[src/rtl/mips32_pkg.sv]
`default_nettype none
// ============================================================================
// Module  : mips32_pkg
// Brief   : Shared loader state type, error codes and core opcode constants.
// Revision: 1.0 - initial release
// ============================================================================
package mips32_pkg;

  typedef enum logic [2:0] {
    ST_CNT_HI = 3'd0,
    ST_CNT_LO = 3'd1,
    ST_DATA   = 3'd2,
    ST_CHECK  = 3'd3,
    ST_START  = 3'd4,
    ST_DONE   = 3'd5,
    ST_ERR    = 3'd6
  } load_state_t;

  localparam logic [1:0] c_err_none     = 2'd0;
  localparam logic [1:0] c_err_zero_cnt = 2'd1;
  localparam logic [1:0] c_err_capacity = 2'd2;
  localparam logic [1:0] c_err_checksum = 2'd3;

  localparam logic [5:0]  c_op_hlt    = 6'h3f;
  localparam logic [31:0] c_hlt_instr = {c_op_hlt, 26'd0};

endpackage
`default_nettype wire

[src/rtl/mips32_word_assembler.sv]
`default_nettype none
// ============================================================================
// Module  : mips32_word_assembler
// Brief   : Packs MSB-first bytes into 32-bit words and keeps a running XOR.
// Revision: 1.0 - initial release
// ============================================================================
module mips32_word_assembler (
  input  logic        clk1,
  input  logic        rst_n,
  input  logic        clr,
  input  logic        byte_en,
  input  logic [7:0]  byte_data,
  output logic [31:0] word,
  output logic        word_valid,
  output logic [7:0]  csum
);

  logic [23:0] r_shift;
  logic [1:0]  r_cnt;
  logic [7:0]  r_csum;

  always_ff @(posedge clk1 or negedge rst_n) begin
    if (!rst_n) begin
      r_shift <= '0;
      r_cnt   <= '0;
      r_csum  <= '0;
    end else if (clr) begin
      r_shift <= '0;
      r_cnt   <= '0;
      r_csum  <= '0;
    end else if (byte_en) begin
      r_shift <= {r_shift[15:0], byte_data};
      r_cnt   <= r_cnt + 2'd1;
      r_csum  <= r_csum ^ byte_data;
    end
  end

  // The 4th byte completes the word in the same cycle; the top registers it.
  assign word       = {r_shift, byte_data};
  assign word_valid = byte_en && (r_cnt == 2'd3);
  assign csum       = r_csum;

endmodule
`default_nettype wire

[src/rtl/mips32_prog_loader.sv]
`default_nettype none
// ============================================================================
// Module  : mips32_prog_loader
// Brief   : Framed byte-stream program loader; fills instruction memory and
//           releases the MIPS32 core once the image checksum verifies.
// Revision: 1.0 - initial release
// ============================================================================
module mips32_prog_loader
  import mips32_pkg::*;
#(
  parameter int ADDR_W = 10
) (
  input  logic              clk1,
  input  logic              rst_n,
  input  logic              in_valid,
  input  logic [7:0]        in_data,
  output logic              in_ready,
  input  logic              rearm,
  output logic              mem_we,
  output logic [ADDR_W-1:0] mem_addr,
  output logic [31:0]       mem_wdata,
  output logic              core_hold,
  output logic              core_start,
  output logic              load_done,
  output logic              load_err,
  output logic [1:0]        err_code
);

  localparam logic [16:0] c_capacity = 17'(1) << ADDR_W;

  load_state_t       r_state;
  logic [7:0]        r_cnt_hi;
  logic [ADDR_W-1:0] r_wptr;
  logic [ADDR_W-1:0] r_last;

  logic              w_accept;
  logic              w_byte_en;
  logic              w_clr;
  logic [15:0]       w_count;
  logic [31:0]       w_word;
  logic              w_word_valid;
  logic [7:0]        w_csum;

  assign w_accept  = in_valid && in_ready;
  assign w_byte_en = w_accept && (r_state == ST_DATA);
  assign w_clr     = w_accept && (r_state == ST_CNT_LO);
  assign w_count   = {r_cnt_hi, in_data};

  mips32_word_assembler u_asm (
    .clk1       (clk1),
    .rst_n      (rst_n),
    .clr        (w_clr),
    .byte_en    (w_byte_en),
    .byte_data  (in_data),
    .word       (w_word),
    .word_valid (w_word_valid),
    .csum       (w_csum)
  );

  always_ff @(posedge clk1 or negedge rst_n) begin
    if (!rst_n) begin
      r_state    <= ST_CNT_HI;
      r_cnt_hi   <= '0;
      r_wptr     <= '0;
      r_last     <= '0;
      in_ready   <= 1'b0;
      mem_we     <= 1'b0;
      mem_addr   <= '0;
      mem_wdata  <= '0;
      core_hold  <= 1'b1;
      core_start <= 1'b0;
      load_done  <= 1'b0;
      load_err   <= 1'b0;
      err_code   <= c_err_none;
    end else begin
      mem_we <= 1'b0;
      case (r_state)
        ST_CNT_HI: begin
          in_ready <= 1'b1;
          if (w_accept) begin
            r_cnt_hi <= in_data;
            r_state  <= ST_CNT_LO;
          end
        end
        ST_CNT_LO: begin
          if (w_accept) begin
            if (w_count == 16'd0) begin
              r_state  <= ST_ERR;
              in_ready <= 1'b0;
              load_err <= 1'b1;
              err_code <= c_err_zero_cnt;
            end else if ({1'b0, w_count} > c_capacity) begin
              r_state  <= ST_ERR;
              in_ready <= 1'b0;
              load_err <= 1'b1;
              err_code <= c_err_capacity;
            end else begin
              r_state <= ST_DATA;
              r_wptr  <= '0;
              r_last  <= ADDR_W'(w_count - 16'd1);
            end
          end
        end
        ST_DATA: begin
          if (w_word_valid) begin
            mem_we    <= 1'b1;
            mem_addr  <= r_wptr;
            mem_wdata <= w_word;
            r_wptr    <= r_wptr + ADDR_W'(1);
            if (r_wptr == r_last) begin
              r_state <= ST_CHECK;
            end
          end
        end
        ST_CHECK: begin
          if (w_accept) begin
            in_ready <= 1'b0;
            if (in_data == w_csum) begin
              r_state    <= ST_START;
              core_start <= 1'b1;
              core_hold  <= 1'b0;
            end else begin
              // Already-written words stay in memory; the core simply stays held.
              r_state  <= ST_ERR;
              load_err <= 1'b1;
              err_code <= c_err_checksum;
            end
          end
        end
        ST_START: begin
          core_start <= 1'b0;
          load_done  <= 1'b1;
          r_state    <= ST_DONE;
        end
        ST_DONE, ST_ERR: begin
          if (rearm) begin
            r_state   <= ST_CNT_HI;
            in_ready  <= 1'b1;
            core_hold <= 1'b1;
            load_done <= 1'b0;
            load_err  <= 1'b0;
            err_code  <= c_err_none;
          end
        end
        default: begin
          r_state <= ST_CNT_HI;
        end
      endcase
    end
  end

endmodule
`default_nettype wire

[config.mk]
export PLATFORM = sky130hd
export DESIGN_NAME = mips32_prog_loader
export DESIGN_NICKNAME = d
export VERILOG_FILES = /design/src/rtl/mips32_pkg.sv /design/src/rtl/mips32_word_assembler.sv /design/src/rtl/mips32_prog_loader.sv
export SDC_FILE = /design/constraint.sdc
export NUM_CORES = 1
export LEC_CHECK = 0
export ABC_AREA = 1
export BUFFER_PORTS_ARGS = -buffer_cell sky130_fd_sc_hd__buf_4
export CAP_MARGIN = 10
export CORE_UTILIZATION = 45
export CTS_CLUSTER_DIAMETER = 200
export CTS_CLUSTER_SIZE = 30
export DETAILED_ROUTE_END_ITERATION = 10
export HOLD_SLACK_MARGIN = 0.02
export PLACE_DENSITY_LB_ADDON = 0.2
export SLEW_MARGIN = 25
export SYNTH_ARGS = -nofsm -noshare
export SYNTH_HDL_FRONTEND = slang
export SYNTH_SLANG_ARGS = --single-unit
[constraint.sdc]
create_clock -name clk1 -period 4.65 [get_ports clk1]
set_input_delay 0.2325 -clock clk1 [delete_from_list [all_inputs] [get_ports clk1]]
set_output_delay 0.2325 -clock clk1 [all_outputs]
set_load 0.05 [all_outputs]
After elaboration in Yosys (flattened, before gate mapping)
Cells that the tools add are included.
{"block": "totals", "register_bits": 115, "latchBits": 0, "ramBits": 0, "mem_bits_ro": 0, "input_bits": 12, "output_inout_bits": 50, "wordCells": 117, "n_memories": 0}
{"block": "classes", "addsub": 3, "multipliers": 0, "n_div": 0, "order_cmp": 1, "n_eq_ne": 20, "n_shift": 0, "muxes": 50, "bitwise_logic": 3, "n_reduce_logical": 24}
{"op": "$mux W24", "count": 2}
{"op": "$mux W10", "count": 4}
{"op": "$mux W3", "count": 8}
{"op": "$pmux W10 S2", "count": 1}
{"op": "$mux W2", "count": 9}
{"op": "$pmux W3 S6", "count": 1}
{"op": "$mux W1", "count": 17}
{"op": "$gt A16 B11 Y1 const B", "count": 1}
{"op": "$logic_not A16 Y1", "count": 1}
{"op": "$mux W8", "count": 2}
{"op": "$ne A2 B2 Y1 const B", "count": 8}
{"op": "$reduce_and A6 Y1", "count": 2}
{"op": "$add A10 B1 Y10 const B", "count": 1}
{"op": "$eq A10 B10 Y1", "count": 1}
{"op": "$reduce_and A5 Y1", "count": 2}
{"op": "$reduce_bool A2 Y1", "count": 5}
{"op": "$sub A10 B1 Y10 const B", "count": 1}
{"op": "$eq A3 B3 Y1 const B", "count": 3}
{"op": "$eq A8 B8 Y1", "count": 1}
{"op": "$reduce_and A4 Y1", "count": 2}
{"op": "$xor A8 B8 Y8", "count": 1}
{"op": "$eq A3 B2 Y1 const B", "count": 2}
{"op": "$pmux W1 S2", "count": 3}
{"op": "$pmux W2 S3", "count": 1}
{"op": "other kinds (15)", "count": 22}

Logic depth before layout (Yosys ltp)
{"block": "depth", "word_depth": 5, "depth_mapped": 12, "ltp_nobuf": 11}

By module
A second synthesis with hierarchy kept.
{"block": "unflattened", "hier_cells": 658, "hier_area_um2": 5486.5}
{"module": "mips32_prog_loader", "instances": 1, "cells_each": 491, "area_per_inst_um2": 4001.3, "seq_area_each_um2": 2028.2}
{"module": "mips32_word_assembler", "instances": 1, "cells_each": 167, "area_per_inst_um2": 1485.2, "seq_area_each_um2": 850.8}

Worst setup path after synthesis
OpenSTA, ideal clock, no wires.
{"block": "synth_timing", "path_type": "register -> register", "start": "register in_ready", "end": "register mem_wdata[17]", "setup_ns": 0.133, "t_arrival_ns": 1.635, "t_required_ns": 4.517, "slack_ns": 2.883, "path_stages_with_launch": 10, "path_buffers": 2, "synth_period_minus_slack_ns": 1.767, "cell_sequence": "dfrtp_1 nand2_1 clkinv_1 nand2_2 nor2_4 inv_2 buf_2 buf_2 nand2_1 o21ai_0"}
{"block": "synth_via", "elab_chain_len": 4}
{"element": "start, declared", "line_no": "mips32_prog_loader.sv:17", "rtl": "output logic in_ready,"}
{"element": "start signal, assigned", "line_no": "mips32_prog_loader.sv:66", "rtl": "in_ready <= 1'b0;"}
{"element": "start signal, assigned", "line_no": "mips32_prog_loader.sv:79", "rtl": "in_ready <= 1'b1;"}
{"element": "start signal, assigned", "line_no": "mips32_prog_loader.sv:89", "rtl": "in_ready <= 1'b0;"}
{"element": "$logic_and A1 B1 Y1", "line_no": "mips32_prog_loader.sv:44", "rtl": "assign w_accept = in_valid && in_ready;"}
{"element": "$logic_and A1 B1 Y1", "line_no": "mips32_prog_loader.sv:45", "rtl": "assign w_byte_en = w_accept && (r_state == ST_DATA);"}
{"element": "$logic_and A1 B1 Y1", "line_no": "mips32_word_assembler.sv:40", "rtl": "assign word_valid = byte_en && (r_cnt == 2'd3);"}
{"element": "$reduce_and A2 Y1 (no line)"}
{"element": "end signal, assigned", "line_no": "mips32_prog_loader.sv:108", "rtl": "mem_wdata <= w_word;"}
{"element": "end, declared", "line_no": "mips32_prog_loader.sv:21", "rtl": "output logic [31:0] mem_wdata,"}
No other way between the ends.
A chain may end at the register's enable or synchronous reset.

Worst setup path after layout
{"block": "layout_timing", "start": "register r_state[1]", "end": "register mem_wdata[29]"}
{"block": "layout_via", "elab_chain_len": 4}
{"element": "start, declared", "line_no": "mips32_prog_loader.sv:31", "rtl": "load_state_t r_state;"}
{"element": "start signal, assigned", "line_no": "mips32_prog_loader.sv:62", "rtl": "r_state <= ST_CNT_HI;"}
{"element": "start signal, assigned", "line_no": "mips32_prog_loader.sv:82", "rtl": "r_state <= ST_CNT_LO;"}
{"element": "start signal, assigned", "line_no": "mips32_prog_loader.sv:88", "rtl": "r_state <= ST_ERR;"}
{"element": "$eq A3 B2 Y1 *", "line_no": "mips32_prog_loader.sv:45, mips32_prog_loader.sv:77"}
{"element": "$logic_and A1 B1 Y1", "line_no": "mips32_prog_loader.sv:45"}
{"element": "$logic_and A1 B1 Y1", "line_no": "mips32_word_assembler.sv:40"}
{"element": "$reduce_and A2 Y1 (no line) *"}
Every way passes the cells marked *; elsewhere a longest branch is shown, timed or not.

==> flow_summary.yaml <==
outcome:
  status: "finished, final reports clean"
yosys:
  syn_nets: 600
  ys_warn_count: 0
  netlist.top_cell.by_area: "dfrtp_1"
  ys_seq_elements: 115
  yosysSeqAreaShare_pct: 56.6
  synth.cell_area_um2: 5090
  synth.avg_cell_area_um2: 8.71
  synth_area_leaders: "dfrtp_1 (56%), nand2_1 (12%), inv_1 (5.0%)"
  yosysTopAreaCellShare_pct: 56.1
  postSynthCellCount: 584
  synth_cell_types: 33
placement:
  portBuffers: 61
  dpl.hpwl_um: 7720
  place_congestion: 0.843
drt:
  ant_nets: 0
  drc_errors: 0
  drt_first_pass_iters: 5
  wl_per_cell_um: 14.5
  vias_per_cell: 5.15
  via_count: 4122
  wl_um: 11600
  drt_iter0_drc: 290
worst_setup_path:
  reg2reg_slack_ns: 2.00
  critPathCaptureType: "flop"
  cpPeakStageDelay_ns: 0.57
  critical_path.cell_chain: "inv_2, nor3_4, nand2_2, nor2_4, inv_2, buf_4, nand2_1, o21ai_0"
  crit_top_cell: "inv_2"
  critPathRequiredTime_ns: 4.91
  cp_max_fo: 84
  critical_path_class: "reg -> reg"
  cp_data_arrival_time_ns: 2.91
  crit_slowest_cell: "nand2_2"
  critPathLaunchType: "flop"
power:
  totalPowerFinal_mw: 3.90
  combPwrFrac_pct: 29.4
  p_clk_share_pct: 34.7
  seqPwrFrac_pct: 35.9
  peakVddDrop_mv: 0.480
  swShare_pct: 36.4
  p_int_mw: 2.48
  powerDensity_nw_per_um2: 621
  p_leak_nw: 3.08
  switchingPower_mw: 1.42
floorplan:
  core_um2: 10900
  dieWidth_um: 108
  io_pins: 62
  core.rowCount: 38
  start_util_pct: 46.5
  die_y_um: 108
  dieArea_um2: 11700
sta:
  tightest_slew_ns: 0.973
  fin_skew_ns: 0.00667
  setup_viol: 0
  slew_violations: 0
  fin_crit_ns: 2.65
  rsz0062_at_grt: "no"
  tns_ns: 0
  min_period_over_period_pct: 57.1
  hold_viol: 0
  max_freq_ghz: 0.377
  slew_headroom_pct: 34.7
clocking:
  cts-htree-levels: 4
  cts_root_buf: "clkbuf_16"
  path_clk_slew_ns: 0.06
  post_cts_resized: 0
  cts_num_sinks: 115
  cts_max_path_buffers: 2
  numCtsBuffers: 17
  clk_latency_ns: 0.42
  cts_hold_buf: 1
  cts_tree: "done"
  postCtsSetupBuffers: 0
layout:
  diodes: 0
  final_cell_mix: "nand2_1 (167), dfrtp_1 (114), inv_1 (67), buf_4 (63), o21ai_0 (40)"
  syn_to_final_growth_pct: 23.2
  nets: 664
  layout_commonest_cell: "nand2_1"
  drive_above_1_share_pct: 18.2
worst_hold_path:
  min_path_type: "in -> reg"
grt:
  track_usage_pct: 22.3
  antenna_found_initial: 0
  grt_overflow: 0
  grt_start_max_net_pins: 85
  grt_pass1_vias: 3943
  grt_pass1_wl_um: 19600
job:
  max_cap_violations: 0
-- critical path: cells and delay by family, from the launching register on --
kind / cells / cell delay (ns)
compound gates: 1 / 0.09
buf+inv: 3 / 0.44
flops: 1 / 0.46
simple gates: 4 / 1.45
-- state kept, by name, summed over array words and instances, names as in the netlist --
signal,flops
r_state,3
in_ready,1
r_cnt_hi,8
load_err,1
load_done,1
mem_we,1
mem_addr,10
err_code,2
mem_wdata,32
u_asm.r_cnt,2
u_asm.csum,8
r_wptr,10
u_asm.r_shift,24
core_hold,1
core_start,1
r_last,10
-- kinds of logic (layout without fill, tap and decap cells) --
group / after synthesis / in the layout / synth area share (%)
buf+inv: 92 / 169 / 7.20
flops: 115 / 115 / 56.6
xor+xnor: 12 / 12 / 2.07
compound gates: 119 / 119 / 13.3
simple gates: 242 / 242 / 19.9
fa+ha+maj: 4 / 4 / 0.984
-- final cells by class --
class | count | area (µm²)
fillers | 992 | 4670
flip-flops and latches | 115 | 2880
multi-input cells | 377 | 1840
repair buffers | 64 | 483
clock buffers | 18 | 439
inverters | 73 | 274
clock inverters | 14 | 175
well taps | 140 | 175
-- per-layer routing --
| metal | vias to the layer above | part of all wire (%) | GRT usage (%) |
|---|---|---|---|
| met2 | 108 | 46 | 33.9 |
| met1 | 1972 | 47 | 31.0 |
| met3 | 15 | 4.9 | 5.85 |
| met4 | 0 | 1.5 | 7.43 |
| met5 | - | 0 | 0 |
| li1 | 2027 | - | - |
-- path summary, 6_finish.rpt --
kind / start / end / cells past startpoint
min in group asynchronous: rst_n / mem_wdata[25] / 2
min reg2reg: mem_addr[1] / mem_addr[1] / 2
min: in_data[0] / r_last[0] / 2
max in group asynchronous: rst_n / core_hold / 3
max: r_state[1] / mem_wdata[29] / 8
max reg2reg: r_state[1] / mem_wdata[29] / 8
-- through the flow --
| step | cell area, µm² | util, % | instances | hold slack [ns] | worst slack [ns] |
|---|---|---|---|---|---|
| 3_5_place_dp | 5640 | 51.6 | 768 | 0.419 | 2.02 |
| 4_1_cts | 6270 | 57.3 | 801 | 0.0392 | 1.99 |
| 6_report | 6270 | 57.3 | 801 | 0.0596 | 2.00 |
| 3_3_place_gp | 5640 | 51.6 | 768 | 0.410 | 2.15 |
| 2_1_floorplan | 5090 | - | 584 | -0.0631 | 2.88 |
| 5_1_grt | 6270 | 57.3 | 801 | 0.0814 | 1.72 |
-- cells in the mapped netlist, drive strengths merged --
library cell,n
o21a,1
clkbuf,7
dfrtp,114
nor3,4
xnor2,4
nand3,22
inv,72
xor2,8
a21oi,7
o21ai,76
dfstp,1
o211ai,1
or2,3
a31oi,1
nand4,8
a32o,1
ha,4
nand2,171
buf,12
o22ai,32
nor2,34
clkinv,1
-- power by group through the flow --
stage               clock, mW  combinational [mW]  sequential (mW)
global route             1.42                1.28             1.43
CTS                      1.37                1.15             1.40
global placement            0                1.10             1.40
finish                   1.35                1.15             1.40
detailed placement          0                1.13             1.41
floorplan                   0               0.664             1.57
Note: power is estimated with default switching activity, not from simulation.
